`src/rtl/bcd_down_counter.sv`:
```
// Two-digit synchronous BCD down counter with parallel load, enable,
// cascadable borrow and a parameter-selected underflow policy (wrap/reload/stop).
module bcd_down_counter #(
  parameter int WRAP_MODE = 0
) (
  input  logic       clk,
  input  logic       RST,
  input  logic       EN,
  input  logic       LOAD,
  input  logic [3:0] d_ones,
  input  logic [3:0] d_tens,
  output logic [3:0] ones,
  output logic [3:0] tens,
  output logic       tc,
  output logic       borrow,
  output logic       done
);

  logic [3:0] rld_ones;
  logic [3:0] rld_tens;

  // Out-of-range load digits clamp to 9 so the count is always legal BCD.
  function automatic logic [3:0] sat_digit(input logic [3:0] d);
    return (d > 4'd9) ? 4'd9 : d;
  endfunction

  assign tc     = (tens == 4'd0) && (ones == 4'd0);
  assign borrow = (WRAP_MODE == 2) ? 1'b0 : (tc & EN & ~LOAD);

  always_ff @(posedge clk) begin
    if (RST) begin
      ones     <= 4'd0;
      tens     <= 4'd0;
      rld_ones <= 4'd0;
      rld_tens <= 4'd0;
      done     <= 1'b0;
    end else if (LOAD) begin
      ones     <= sat_digit(d_ones);
      tens     <= sat_digit(d_tens);
      rld_ones <= sat_digit(d_ones);
      rld_tens <= sat_digit(d_tens);
      done     <= 1'b0;
    end else if (EN) begin
      if (tc) begin
        if (WRAP_MODE == 0) begin
          ones <= 4'd9;
          tens <= 4'd9;
          done <= 1'b1;
        end else if (WRAP_MODE == 1) begin
          ones <= rld_ones;
          tens <= rld_tens;
          done <= 1'b1;
        end else begin
          done <= 1'b0;
        end
      end else begin
        if (ones != 4'd0) begin
          ones <= ones - 4'd1;
        end else begin
          ones <= 4'd9;
          tens <= tens - 4'd1;
        end
        // Stop mode flags arrival at 00 rather than the (suppressed) underflow.
        done <= (WRAP_MODE == 2) && (tens == 4'd0) && (ones == 4'd1);
      end
    end else begin
      done <= 1'b0;
    end
  end

endmodule

```
`config.mk`:
```
export PLATFORM = sky130hd
export DESIGN_NAME = bcd_down_counter
export DESIGN_NICKNAME = d
export VERILOG_FILES = /design/src/rtl/bcd_down_counter.sv
export SDC_FILE = /design/constraint.sdc
export NUM_CORES = 1
export LEC_CHECK = 0
export ABC_CLOCK_PERIOD_IN_PS = 1600
export CAP_MARGIN = 20
export CORE_UTILIZATION = 24
export CTS_CLUSTER_DIAMETER = 150
export CTS_CLUSTER_SIZE = 14
export DETAILED_ROUTE_END_ITERATION = 10
export GPL_TIMING_DRIVEN = 0
export PLACE_DENSITY_LB_ADDON = 0.25
export REMOVE_ABC_BUFFERS = 1
export SYNTH_ARGS = -nofsm -noshare
export SYNTH_HDL_FRONTEND = slang
export SYNTH_SLANG_ARGS = --single-unit
export TNS_END_PERCENT = 50
```
`constraint.sdc`:
```
create_clock -name clk -period 1.6 [get_ports clk]
set_input_delay 0.32 -clock clk [delete_from_list [all_inputs] [get_ports clk]]
set_output_delay 0.32 -clock clk [all_outputs]
set_load 0.01 [all_outputs]
```
==> flow_summary.ini <==
[clock_tree]
cts-root-buf = clkbuf_4
cts_tree = done
cts_hold_buf = 0
clock_sinks = 9
cts_htree_levels = 1
cts_buffers = 3
clockBufferDepth = 2
clkSlewWorstSetupHoldPaths_ps = 60
clk_latency_ps = 260

[detailed_routing]
wl_per_cell_um = 12.3
vias = 656
drt_wl_total_mm = 1.63
antenna_left = 0
drc_errors = 0
dr.pass1.iters = 4
drt-initial-drc-count = 11
viasPerCell = 4.97

[sta]
relSlewSlack_pct = 52.7
report.final.slew_viol_count = 0
setup_slack_ps = -174
hold_viol = 0
worst_pin_slew_ps = 709
final.period_utilization_pct = 111
fmax_mhz = 564
fin_skew_ps = 1.05
finalCriticalPeriod_ps = 1770
hold_slack_ps = 555
grt_setup_unrepaired = true
finalSetupViolCount = 2

[synthesis]
synth_xor_area_share_pct = 0
synth.area.top_cells = dfxtp_1 (30%), ha_1 (6.2%), inv_1 (6.2%)
synth_area_sq_um = 602
synth_seq_cells = 9
avgSynthCellArea_sq_um = 7.92
synth_edf_count = 0
synthSimpleGateAreaFrac_pct = 29.9
synth-compound-area-share_pct = 25.6
yosysWarnings = 0
synth_top_area_share_pct = 29.9
synthFlopType = dfxtp_1
synth_top_family_by_area = simple AND/OR/NAND/NOR gates
seq_area_frac_synth_pct = 29.9
synth.distinct_cells = 34
synthAdderAreaFrac_pct = 6.24
ys_async_sr_fraction_pct = 0
netlist_instances = 76
synthMuxAreaShare_pct = 0
synth_area_leader_cell = dfxtp_1

[floorplan]
fp.coreArea_sq_um = 2300
ios = 23
rows = 17
floorplan.initialDensity_pct = 26.2
fp.dieH_um = 52.1
dieArea_sq_um = 2710
die_x_um = 52.1

[power]
p_per_area_nw_per_um2 = 739
cell_internal_pwr_uw = 479
sw_frac_of_total_pct = 31.9
switchingPower_uw = 224
p_leak_nw = 0.396
comb_power_share_pct = 35.6
clkPwrFrac_pct = 26.1
max-vdd-ir-drop_v = 0.000313
power.share.sequential_pct = 38.3

[setup_path]
critical_path_arrival_ps = 1450
reg2reg_depth = 6
timing.rr.end = tens[1]
crit_start = tens[2]
worstPathMaxFanout = 2
worstPathRequired_ps = 1280
worst_setup_path_end_kind = primary output
cp-start-kind = flop
reg2reg_from = tens[2]
r2r_setup_slack_ps = 60
endpoint = tc
path_class = reg2out

[global_route]
antenna_found_initial = 0
grt_remaining_overflow = 0
grt_pass1_vias = 557
grt_max_degree = 21
grt_pass1_wl_mm = 2.66
track_usage_pct = 13.6

[cells_and_area]
nets = 120
fillers = 244
area_growth_syn_to_layout_pct = 58.2
fin_util_pct = 41.4
drive_above_1_share_pct = 22.1
antenna_cells = 0

[place]
hpwl_mm = 1.11
gp_congestion = 0.719
numPortBuffers = 22

[run_status]
status = finished, violations left
violations = negative setup slack

[run]
max_cap_viol_count = 0

[hold_path]
min_path_type = reg2reg
==> flip-flops by register name (all words and copies together), names as in the netlist <==
signal and count:
ones 4, tens 4, done 1
==> worst min path at each step <==
stage,startpoint,to,cells after the start
floorplan,RST,ones[1],1
global placement,ones[3],ones[3],2
detailed placement,ones[3],ones[3],2
CTS,ones[3],ones[3],2
global route,tens[0],tens[0],1
finish,tens[0],tens[0],1
==> critical path, stage by stage, from the launching register on <==
cell and delay [ps]:
dfxtp_4 350, nor4_4 300, nand3_2 130, buf_4 160, buf_6 100, inv_1 40, buf_2 110
==> logic make-up (layout without fill, tap and decap cells) <==
| logic type | after synthesis | count (layout) |
|---|---|---|
| AND/OR/NAND/NOR | 30 | 30 |
| buffers and inverters | 13 | 41 |
| adder cells (fa/ha/maj) | 3 | 3 |
| flip-flops | 9 | 9 |
| AO/OA/AOI/OAI | 21 | 21 |
==> cell type report <==
cell class | count | area, sq um | area share [%]
repair buffers | 27 | 255 | 26.8
multi-input cells | 54 | 409 | 43.0
inverters | 10 | 37.5 | 3.94
well taps | 28 | 35.0 | 3.68
clock buffers | 4 | 26.3 | 2.76
flip-flops and latches | 9 | 189 | 19.8
==> metal layers <==
layer / vias to the layer above / global-route usage [%] / wire, um
li1: 335 / - / -
met1: 297 / 18.7 / 810
met2: 19 / 18.8 / 706
met3: 5 / 2.05 / 64
met4: 0 / 9.46 / 44
met5: - / 0 / 0
==> cell usage after synthesis, types with 3 or more instances <==
library cell	number
inv_1	10
o21ai_0	3
nor2_1	6
nand2_1	3
ha_1	3
nor3_1	3
nor4_1	3
dfxtp_1	9
a21oi_1	5
==> cells in the final DEF (no fill, tap or decap), drive strengths merged, types with 2 or more instances in the layout <==
cell           Yosys  routed
nand2b             2       2
nor3               3       3
inv               10      10
dlygate4sd2        0       2
dfxtp              9       9
nor2               6       6
and2               2       2
a211o              2       2
nor4               3       3
a211oi             2       2
clkdlybuf4s50      0      17
nand3              2       2
clkbuf             2       4
buf                1       7
o21ai              3       3
a21oi              5       5
nand2              3       3
ha                 3       3
a221oi             2       2
==> power by group through the flow <==
stage          clock [mW]  combinational [mW]  sequential, mW
2_1_floorplan           0               0.104           0.274
3_3_place_gp            0               0.211           0.269
3_5_place_dp            0               0.213           0.270
4_1_cts             0.189               0.243           0.269
5_1_grt             0.201               0.277           0.274
6_report            0.184               0.250           0.270
==> metrics by stage <==
step / worst slack [ps] / area, sq um / setup TNS, ps / instances / power, mW
2_1_floorplan: 111 / 589 / 0 / 73 / 0.378
3_3_place_gp: -701 / 845 / -2070 / 123 / 0.480
3_5_place_dp: -689 / 845 / -2180 / 123 / 0.483
4_1_cts: -102 / 937 / -129 / 131 / 0.701
5_1_grt: -250 / 952 / -537 / 132 / 0.752
6_report: -174 / 952 / -324 / 132 / 0.703
==> repair_timing <==
action                                  in CTS  in global routing
pin swaps                                    2                  0
gates cloned                                 0                  0
gates resized for setup                     23                  3
buffers inserted                             4                  1
endpoints found under the setup margin       4                  6
hold endpoints to repair                     0                  0
(Power assumes the default switching activity.)
